### src/rtl/serial_adder_pkg.sv
// Shared types and defaults for the bit-serial adder controller.
package serial_adder_pkg;

  typedef enum logic [1:0] {
    IDLE = 2'd0,
    RUN  = 2'd1,
    DONE = 2'd2
  } sadd_state_t;

  localparam int DEFAULT_NUM_BITS = 8;

endpackage

### src/rtl/adder_1bit.sv
// Combinational full-adder bit slice used by the serial adder controller.
module adder_1bit (
  input  logic a,
  input  logic b,
  input  logic cin,
  output logic s,
  output logic cout
);

  assign s    = a ^ b ^ cin;
  assign cout = (a & b) | (cin & (a ^ b));

endmodule

### src/rtl/serial_adder_ctrl.sv
// Bit-serial NUM_BITS adder controller: LSB-first through one full-adder slice.
// Optional signed overflow output is enabled by defining OVERFLOW_EN.
module serial_adder_ctrl
  import serial_adder_pkg::*;
#(
  parameter int NUM_BITS = DEFAULT_NUM_BITS
) (
  input  logic                clk,
  input  logic                n_rst,
  input  logic                start,
  input  logic [NUM_BITS-1:0] a,
  input  logic [NUM_BITS-1:0] b,
  input  logic                carry_in,
  output logic                busy,
  output logic                done,
  output logic [NUM_BITS-1:0] sum,
  output logic                carry_out
`ifdef OVERFLOW_EN
  ,
  output logic                overflow
`endif
);

  localparam int CW = $clog2(NUM_BITS);
  localparam logic [CW-1:0] LAST_CNT = CW'(NUM_BITS - 1);

  sadd_state_t         state_q, state_d;
  logic [NUM_BITS-1:0] a_sr_q, a_sr_d;
  logic [NUM_BITS-1:0] b_sr_q, b_sr_d;
  logic [NUM_BITS-1:0] sum_sr_q, sum_sr_d;
  logic [NUM_BITS-1:0] sum_q, sum_d;
  logic                c_q, c_d;
  logic                cout_q, cout_d;
  logic [CW-1:0]       cnt_q, cnt_d;
  logic                fa_s, fa_cout;
  logic [NUM_BITS-1:0] sum_shift;

  adder_1bit u_fa (
    .a    (a_sr_q[0]),
    .b    (b_sr_q[0]),
    .cin  (c_q),
    .s    (fa_s),
    .cout (fa_cout)
  );

  // New sum bit enters at the MSB; after NUM_BITS shifts the LSB lines up at bit 0.
  assign sum_shift = {fa_s, sum_sr_q[NUM_BITS-1:1]};

  // Bit 0 of the partial-sum register is always shifted out before use.
  logic unused_sum_lsb;
  assign unused_sum_lsb = sum_sr_q[0];

`ifdef OVERFLOW_EN
  logic ovf_q, ovf_d;
`endif

  always_comb begin
    state_d  = state_q;
    a_sr_d   = a_sr_q;
    b_sr_d   = b_sr_q;
    sum_sr_d = sum_sr_q;
    sum_d    = sum_q;
    c_d      = c_q;
    cout_d   = cout_q;
    cnt_d    = cnt_q;
`ifdef OVERFLOW_EN
    ovf_d    = ovf_q;
`endif
    case (state_q)
      IDLE, DONE: begin
        if (start) begin
          state_d  = RUN;
          a_sr_d   = a;
          b_sr_d   = b;
          c_d      = carry_in;
          cnt_d    = '0;
          sum_sr_d = '0;
        end else if (state_q == DONE) begin
          state_d = IDLE;
        end
      end
      RUN: begin
        a_sr_d   = a_sr_q >> 1;
        b_sr_d   = b_sr_q >> 1;
        sum_sr_d = sum_shift;
        c_d      = fa_cout;
        cnt_d    = cnt_q + CW'(1);
        if (cnt_q == LAST_CNT) begin
          state_d = DONE;
          sum_d   = sum_shift;
          cout_d  = fa_cout;
`ifdef OVERFLOW_EN
          // c_q is the carry into the MSB on this final edge.
          ovf_d   = c_q ^ fa_cout;
`endif
        end
      end
      default: state_d = IDLE;
    endcase
  end

  always_ff @(posedge clk or negedge n_rst) begin
    if (!n_rst) begin
      state_q  <= IDLE;
      a_sr_q   <= '0;
      b_sr_q   <= '0;
      sum_sr_q <= '0;
      sum_q    <= '0;
      c_q      <= 1'b0;
      cout_q   <= 1'b0;
      cnt_q    <= '0;
`ifdef OVERFLOW_EN
      ovf_q    <= 1'b0;
`endif
    end else begin
      state_q  <= state_d;
      a_sr_q   <= a_sr_d;
      b_sr_q   <= b_sr_d;
      sum_sr_q <= sum_sr_d;
      sum_q    <= sum_d;
      c_q      <= c_d;
      cout_q   <= cout_d;
      cnt_q    <= cnt_d;
`ifdef OVERFLOW_EN
      ovf_q    <= ovf_d;
`endif
    end
  end

  assign busy      = (state_q == RUN);
  assign done      = (state_q == DONE);
  assign sum       = sum_q;
  assign carry_out = cout_q;
`ifdef OVERFLOW_EN
  assign overflow  = ovf_q;
`endif

endmodule

### config.mk
export PLATFORM = sky130hd
export DESIGN_NAME = serial_adder_ctrl
export DESIGN_NICKNAME = d
export VERILOG_FILES = /design/src/rtl/serial_adder_pkg.sv /design/src/rtl/adder_1bit.sv /design/src/rtl/serial_adder_ctrl.sv
export SDC_FILE = /design/constraint.sdc
export NUM_CORES = 1
export LEC_CHECK = 0
export CAP_MARGIN = 5
export CORE_ASPECT_RATIO = 1.25
export CORE_MARGIN = 2
export CORE_UTILIZATION = 45
export CTS_CLUSTER_DIAMETER = 50
export DETAILED_ROUTE_END_ITERATION = 12
export DONT_BUFFER_PORTS = 1
export GPL_TIMING_DRIVEN = 0
export PLACE_DENSITY = 0.63
export SYNTH_ARGS = -nofsm -noshare
export SYNTH_HDL_FRONTEND = slang
export SYNTH_SLANG_ARGS = --single-unit
### constraint.sdc
create_clock -name clk -period 2.1 [get_ports clk]
set_input_delay 0.21 -clock clk [delete_from_list [all_inputs] [get_ports clk]]
set_output_delay 0.21 -clock clk [all_outputs]
set_load 0.01 [all_outputs]
==> run summary <==
Tot Pwr = 3.04 mW
status = completed
average vias per placed instance = 5.63
CTS root buffer = clkbuf_8
Synth area leader = dfrtp_1
die width = 62.9 um
ANT cells = 0
Setup TNS Final = 0 ns
share of the synthesized area in the top cell type = 0.487
Post-Synthesis Cells = 157
Max Cap Viol = 0
Worst-path clk slew = 0.07 ns
ANT nets after route = 0
PwrDens = 1430 nW/um2
highest clock rate = 622 MHz
I/O pins = 31
H-tree depth = 2
Setup crit start kind = register
Area Overhead vs Synth = 9.04%
largest net degree at the start of global routing = 39
Cell variety after synth = 24
Slew headroom = 0.710
Post-route DRC = 0
fin crit share = 0.766
Synth Net Count = 180
GPL Wtd Cong = 0.728
total clock sinks = 38
Hold Path Class = in -> reg
clk_skew = 0.00320 ns
routed len/inst = 17.1 um
number of synthesized register bits = 38
most frequent cell after synthesis = dfrtp_1
drt first pass iters = 4
CTS tree = built
gr ovfl total = 0
nets = 189
crit path DAT = 1.40 ns
number of flops mapped to enable cells by yosys = 0
main flop type after synthesis = dfrtp_1
Synth Cell Area = 1950 um2
Critical Path End Type = output port
CP peak stage delay = 0.34 ns
Bufs and invs on worst path = 3
Final Max Tran Viols = 0
layout cell share with drive strength beyond 1 = 0.229
Post-synth ARST share = 1.00
row count = 26
Final HPWL DP = 2.67 mm
placed cells = 213
CP Class = reg -> out
Num CTS Buffers = 5
syn_area_per_cell = 12.4 um2
post-CTS setup buffers = 0
worst-path fanout max = 10
core area = 4130 um2
slowest cell on the critical path = dfrtp_1
Leak = 0.901 nW
Ys Warns = 0
Final Critical Period = 1.61 ns
register area share after synthesis = 0.487
CP Cell Sequence = buf_6, buf_8, buf_6, nor2b_1
Critical Path RT = 1.89 ns
delay-heaviest family, CP = buffers and inverters
overall via count from detail_route = 1249
most used cell, CP = buf_6
initial antenna violation count = 0
die area = 4880 um2
die height = 77.6 um
worst vdd ir = 0.000487 V
clk_lat worst skew = 0.29 ns
gr usage total = 0.174
worst slew pin tran = 0.436 ns
Initial Util = 0.472
post-route cell area = 2130 um2
Finished Layout Cells = 222
port bufs = 0
Clock Tree Buf Depth = 2
Routed WL = 3.79 mm
RSZ-0062 raised after global routing = no
first-pass GRT wire length = 6.51 mm
DRT iter0 DRCs = 62
ranking of synthesized cells by area = dfrtp_1 49%, mux2i_1 8.7%, mux2_4 6.9%
top post-synthesis cells by count = 38 x dfrtp_1, 17 x mux2i_1, 16 x nor2b_1, 15 x a211oi_1, 15 x a21oi_1
vias in the first global route = 1318
placed inst area = 2020 um2
final hold violation count = 0
# fillers = 398
final setup vio count = 0
layer usage:
| metal | GRT usage | up-vias | wire length, um |
|---|---|---|---|
| met5 | 0 | - | 0 |
| li1 | - | 587 | - |
| met4 | 0.0733 | 0 | 65 |
| met1 | 0.194 | 628 | 1530 |
| met2 | 0.305 | 28 | 2000 |
| met3 | 0.0507 | 6 | 192 |
metrics by stage:
stage	hold WS (ns)	util	worst slack, ns
final	0.107	0.515	0.491
after global routing	0.104	0.515	0.405
after CTS	0.0985	0.515	0.466
after detailed placement	-0.0847	0.489	0.633
after global placement	-0.0846	0.489	0.645
after floorplan	-0.0856	-	0.687
sequential cells by signal, indices dropped and copies added (netlist names):
register / count
a_sr_q: 8
b_sr_q: 8
c_q: 1
carry_out: 1
cnt_q: 3
state_q: 2
sum: 8
sum_sr_q: 7
cell type report:
cell class | instances | area, um2 | area share
Clock buffer | 7 | 76.3 | 0.0359
Sequential cell | 38 | 951 | 0.447
Multi-Input combinational cell | 106 | 906 | 0.426
Tap cell | 56 | 70.1 | 0.0329
Timing Repair Buffer | 2 | 30.0 | 0.0141
Buffer | 11 | 81.3 | 0.0382
Inverter | 2 | 12.5 | 0.00588
repair_timing:
item,4_1_cts,5_1_grt
resized for setup,0,0
endpoints found under the hold margin,38,0
hold buffers,2,0
logic make-up (layout without fill, tap and decap cells):
logic type / after synthesis / in the layout / share of synthesized area
AND/OR/NAND/NOR: 25 / 25 / 0.0879
adder cells (fa/ha/maj): 3 / 3 / 0.0231
buffers and inverters: 13 / 22 / 0.0481
AO/OA/AOI/OAI: 43 / 43 / 0.145
flip-flops: 38 / 38 / 0.487
multiplexers: 35 / 35 / 0.208
cell usage in the layout (no fill, tap or decap):
cell and count:
ha_1 2, buf_6 2, dlygate4sd3_1 1, a22o_1 8
buf_2 5, mux2i_1 17, nand2_8 1, nor2_2 1
buf_12 1, mux2_4 9, inv_6 1, clkbuf_8 5
o21ai_0 5, nand3_1 3, clkbuf_1 3, nand2b_4 1
nand2b_1 2, inv_1 1, fa_1 1, nor2b_1 16
dfrtp_1 38, mux2_2 9, nand2_1 1, buf_8 1
a21oi_1 15, a211oi_1 15, buf_4 2
worst reg2reg max path, delay by kind of cell, from the launching register on:
| family | cells | cell delay [ns] |
|---|---|---|
| flops | 1 | 0.41 |
| fa+ha+maj | 1 | 0.51 |
| mux | 1 | 0.27 |
| compound gates | 1 | 0.18 |
path summary, 6_finish.rpt:
path / from / endpoint / slack [ns] / depth (start not counted)
setup / recovery: state_q[1] / done / 0.49 / 4
min in group asynchronous: n_rst / sum_sr_q[3] / 0.40 / 2
max in group asynchronous: n_rst / sum[1] / 1.52 / 2
hold reg to reg: cnt_q[0] / cnt_q[0] / 0.51 / 1
hold / removal: a[0] / a_sr_q[0] / 0.11 / 2
setup reg to reg: c_q / sum_sr_q[7] / 0.63 / 3
power by group:
| part | internal, mW | switching, mW |
|---|---|---|
| Sequential | 1.08 | 0.320 |
| Clock | 0.229 | 0.239 |
| Combinational | 0.651 | 0.519 |
| Total | 1.96 | 1.08 |
Power figures use the tool's default switching activity.
